===== config.mk =====
export PLATFORM = sky130hd
export DESIGN_NAME = ab_seq_tx
export DESIGN_NICKNAME = d
export VERILOG_FILES = /design/src/rtl/ab_seq_pkg.sv /design/src/rtl/ab_seq_tx.sv
export SDC_FILE = /design/constraint.sdc
export NUM_CORES = 1
export LEC_CHECK = 0
export ABC_AREA = 1
export BUFFER_PORTS_ARGS = -buffer_cell sky130_fd_sc_hd__buf_4
export CAP_MARGIN = 20
export CORE_MARGIN = 5
export CORE_UTILIZATION = 35
export DETAILED_ROUTE_END_ITERATION = 12
export SYNTH_ARGS = -nofsm -noshare
export SYNTH_HDL_FRONTEND = slang
export SYNTH_SLANG_ARGS = --single-unit

===== constraint.sdc =====
create_clock -name clk -period 2.6 [get_ports clk]
set_clock_uncertainty 0.1 [all_clocks]
set_input_delay 0.26 -clock clk [delete_from_list [all_inputs] [get_ports clk]]
set_output_delay 0.26 -clock clk [all_outputs]
set_load 0.05 [all_outputs]

===== src/rtl/ab_seq_pkg.sv =====
// Shared A/B line definitions used by the sequence transmitter and detector.
package ab_seq_pkg;

    // Line symbols in {a,b} order
    localparam logic [1:0] SYM_IDLE = 2'b00;
    localparam logic [1:0] SYM_A    = 2'b10;
    localparam logic [1:0] SYM_B    = 2'b01;

    // Default detect pattern, bit 0 first: A,B,A,A
    localparam logic [3:0] DET_PAT = 4'b1101;

    // Map one pattern bit to its line symbol (1 = A, 0 = B)
    function automatic logic [1:0] sym_of(input logic bit_a);
        return bit_a ? SYM_A : SYM_B;
    endfunction

endpackage


===== src/rtl/ab_seq_tx.sv =====
// A/B sequence transmitter: drives N single-cycle symbols onto a_out/b_out,
// each followed by GAP idle cycles, so a level-sampling detector advances
// exactly one state per symbol.
module ab_seq_tx
    import ab_seq_pkg::*;
#(
    parameter int N   = 4,
    parameter int GAP = 2
) (
    input  logic         clk,
    input  logic         resetn,
    input  logic         start,
    input  logic [N-1:0] pat,
    output logic         a_out,
    output logic         b_out,
    output logic         busy,
    output logic         done
);

    localparam int IW = (N > 1)   ? $clog2(N)   : 1;
    localparam int GW = (GAP > 1) ? $clog2(GAP) : 1;

    localparam logic [IW-1:0] IDX_LAST = IW'(N - 1);
    localparam logic [GW-1:0] GAP_LOAD = GW'(GAP - 1);

    typedef enum logic [1:0] {
        S_IDLE  = 2'd0,
        S_DRIVE = 2'd1,
        S_GAP   = 2'd2
    } state_t;

    state_t         state;
    logic [N-1:0]   pat_q;
    logic [IW-1:0]  idx;
    logic [IW-1:0]  idx_nxt;
    logic [GW-1:0]  gcnt;

    // Index of the symbol that follows the current one
    always_comb begin
        idx_nxt = idx + 1'b1;
    end

    // Sequencer FSM with registered line, busy and done outputs
    always_ff @(posedge clk or negedge resetn) begin
        if (!resetn) begin
            state          <= S_IDLE;
            pat_q          <= '0;
            idx            <= '0;
            gcnt           <= '0;
            {a_out, b_out} <= SYM_IDLE;
            busy           <= 1'b0;
            done           <= 1'b0;
        end else begin
            done <= 1'b0;
            case (state)
                S_IDLE: begin
                    {a_out, b_out} <= SYM_IDLE;
                    busy           <= 1'b0;
                    if (start) begin
                        pat_q          <= pat;
                        idx            <= '0;
                        {a_out, b_out} <= sym_of(pat[0]);
                        busy           <= 1'b1;
                        state          <= S_DRIVE;
                    end
                end
                S_DRIVE: begin
                    {a_out, b_out} <= SYM_IDLE;
                    gcnt           <= GAP_LOAD;
                    state          <= S_GAP;
                end
                S_GAP: begin
                    if (gcnt != '0) begin
                        gcnt <= gcnt - 1'b1;
                    end else if (idx != IDX_LAST) begin
                        idx            <= idx_nxt;
                        {a_out, b_out} <= sym_of(pat_q[idx_nxt]);
                        state          <= S_DRIVE;
                    end else begin
                        done <= 1'b1;
                        // A start sampled on the final gap edge is accepted
                        // directly so back-to-back sequences have no idle cycle
                        // and busy stays high across them.
                        if (start) begin
                            pat_q          <= pat;
                            idx            <= '0;
                            {a_out, b_out} <= sym_of(pat[0]);
                            state          <= S_DRIVE;
                        end else begin
                            busy  <= 1'b0;
                            state <= S_IDLE;
                        end
                    end
                end
                default: begin
                    {a_out, b_out} <= SYM_IDLE;
                    busy           <= 1'b0;
                    state          <= S_IDLE;
                end
            endcase
        end
    end

endmodule


==> impl_metrics.py <==
metrics = {
    "power": {
        "power.internal_mw": 0.5063,
        "ir_drop_mv": 0.4450,
        "p_seq_share_pct": 34.8,
        "power_mw": 0.9280,
        "power_leakage_nw": 0.4729,
        "power_frac_comb_pct": 51.6,
        "powerDensity_nw_per_um2": 1042,
        "power.switching_mw": 0.4217,
        "p_sw_share_pct": 45.44,
        "pwr-share-clk_pct": 13.6,
    },
    "grt": {
        "grt.total_usage_pct": 10.18,
        "grt.overflow.total": 0,
        "antenna_found_initial": 0,
        "grt_max_degree": 14,
        "grt_pass1_wl_um": 2553,
        "grt_pass1_vias": 614,
    },
    "sta": {
        "slew_violations": 0,
        "fin_crit_sh_pct": 66.71,
        "tightestPinTransition_ps": 385.6,
        "max_freq_ghz": 0.5765,
        "fin_ws_ps": 865.4,
        "grt_setup_unrepaired": "false",
        "fin_setup_tns_ps": 0,
        "finalSetupViolations": 0,
        "holdWs_ps": 124.8,
        "slew_headroom_pct": 74.29,
        "period_needed_ps": 1735,
        "hold_viol": 0,
    },
    "synthesis": {
        "synth-seq-cells": 13,
        "synthMuxAreaShare_pct": 0,
        "yosys.area_share.simple_pct": 22.31,
        "async_flop_share_pct": 100.0,
        "synth_edf_count": 0,
        "yosysWarnings": 0,
        "synth_top_area_share_pct": 42.98,
        "synth_cell_types": 17,
        "synth-adder-area-share_pct": 11.57,
        "netlist_area_um2": 757.0,
        "syn_avg_cell_area_um2": 8.053,
        "synth_top_family_by_area": "simple AND/OR/NAND/NOR gates",
        "ys.flop_type": "dfrtp_1",
        "seq_area_frac_synth_pct": 42.98,
        "netlist_top_cells_area": "dfrtp_1 (43%), nand2_1 (12%), ha_1 (12%), inv_1 (7.9%), a21oi_1 (4.6%)",
        "synth_top_cell_by_area": "dfrtp_1",
        "syn_nets": 108,
        "ys_top_cells_by_count": "nand2_1 (24), inv_1 (16), dfrtp_1 (13)",
        "synth_compound_area_share_pct": 13.22,
        "synth.most_common_cell": "nand2_1",
        "synth_xor_area_share_pct": 0,
        "syn_inst": 94,
    },
    "placement": {
        "dpl.hpwl_um": 1122,
        "dp_cells": 130,
        "portBuffers": 10,
        "pre_cts_slack_ps": 879.9,
        "gp_congestion": 0.7233,
    },
    "worst_hold_path": {
        "worstHoldPathType": "input port to register",
        "holdPathStages": 3,
    },
    "worst_setup_path": {
        "path_cells": "inv_1 > ha_1 > inv_1 > nor2_1 > inv_1 > a21oi_1 > o32ai_1",
        "cpLargestDelayFamily": "flip-flops",
        "cp.depth": 7,
        "cp-start-kind": "register",
        "cp_slowest_cell": "dfrtp_1",
        "cp_max_fo": 9,
        "critPathKind": "register to register",
        "cpPeakStageDelay_ps": 420,
        "cp-end-kind": "register",
        "r2r_cells": 7,
        "cp.required_ps": 2660,
        "path_buf_inv": 3,
        "r2r_slack_ps": 870,
        "worstPathArrival_ps": 1790,
        "crit_top_cell": "inv_1",
    },
    "clock_tree": {
        "hold_buffers": 1,
        "path_clk_slew_ps": 80,
        "cts-resized-gates": 0,
        "clk_latency_ps": 270,
        "clockBufferDepth": 2,
        "htree_num_levels": 1,
        "cts_tree": "yes",
        "root_buffer": "clkbuf_4",
        "numCtsBuffers": 3,
        "clock_sink_count": 13,
        "post-cts-setup-buffer-count": 0,
    },
    "detailed_routing": {
        "dr.pass1.iters": 4,
        "drc": 0,
        "drtIter0Drc": 5,
        "via_per_inst": 4.519,
        "via_count": 610,
        "wirelength_um": 1415,
        "final_antenna_net_count": 0,
        "routedWlPerCell_um": 10.48,
    },
    "finish": {
        "antenna_cells": 0,
        "final_cells": 135,
        "drive_gt1_share_pct": 16.67,
        "nets": 123,
        "multi_input_area_um2": 356.6,
        "seqCellArea_um2": 325.3,
        "syn2layout_area_growth_pct": 17.69,
        "nFillCells": 200,
    },
    "die": {
        "initial_core_util_pct": 37.81,
        "ios": 11,
        "die_h_um": 56.51,
        "dieWidth_um": 56.51,
        "die-area_um2": 3193,
        "core_um2": 2002,
        "rows": 16,
    },
    "status": {
        "outcome": "finished, final reports clean",
    },
    "job": {
        "maxCapViolations": 0,
    },
}
[per-stage QoR]
step	utilization [%]	cell area, um^2
final	44.50	890.9
after global routing	44.50	890.9
after CTS	44.50	890.9
after detailed placement	42.69	854.6
after global placement	42.69	854.6
after floorplan	-	757.0
[flip-flops by register name, indices dropped and copies added (netlist names)]
| name | cells |
|---|---|
| b_out | 1 |
| idx | 2 |
| done | 1 |
| state | 2 |
| busy | 1 |
| gcnt | 1 |
| a_out | 1 |
| pat_q | 4 |
[cell usage in the layout (no fill, tap or decap), drive strengths merged]
cell type    count
buf             10
dfrtp           13
o32ai            1
a21oi            7
nor2             6
ha               7
o22ai            1
nand3            8
inv             17
nand2           25
o21ai            7
clkbuf           4
dlygate4sd3      1
a21boi           1
[layout make-up]
cell class / instances / share of cell area [%]
inverters: 17 / 7.163
well taps: 27 / 3.792
multi-input cells: 63 / 40.03
repair buffers: 11 / 9.551
flip-flops and latches: 13 / 36.52
clock buffers: 4 / 2.949
[final timing paths]
check	startpoint	end
max	state[0]	idx[1]
min	pat[3]	pat_q[3]
max reg2reg	state[0]	idx[1]
min reg2reg	b_out	b_out
max in group asynchronous	resetn	state[1]
min in group asynchronous	resetn	pat_q[2]
[per-layer routing]
layer / routed length [um] / GRT usage (%) / vias up
met5: 0 / 0 / -
met1: 669 / 11.82 / 271
met4: 13 / 3.051 / 0
met3: 90 / 5.275 / 2
met2: 641 / 16.17 / 11
li1: - / - / 326
[tightest hold or removal path, stage by stage]
cell     delay (ps)
buf_4            80
nor2_1           30
a21oi_1         100
[power groups by stage]
stage / Combinational (mW) / Sequential [mW] / Clock [mW]
CTS: 0.487 / 0.324 / 0.133
detailed placement: 0.482 / 0.328 / 0
floorplan: 0.341 / 0.367 / 0
finish: 0.479 / 0.323 / 0.126
global route: 0.548 / 0.334 / 0.147
global placement: 0.473 / 0.324 / 0
[kinds of logic (layout without fill, tap and decap cells)]
family | Yosys count | count (layout)
flip-flops | 13 | 13
AO/OA/AOI/OAI | 17 | 17
adder cells (fa/ha/maj) | 7 | 7
AND/OR/NAND/NOR | 39 | 39
buffers and inverters | 18 | 32
Note: power is estimated with default switching activity, not from simulation.
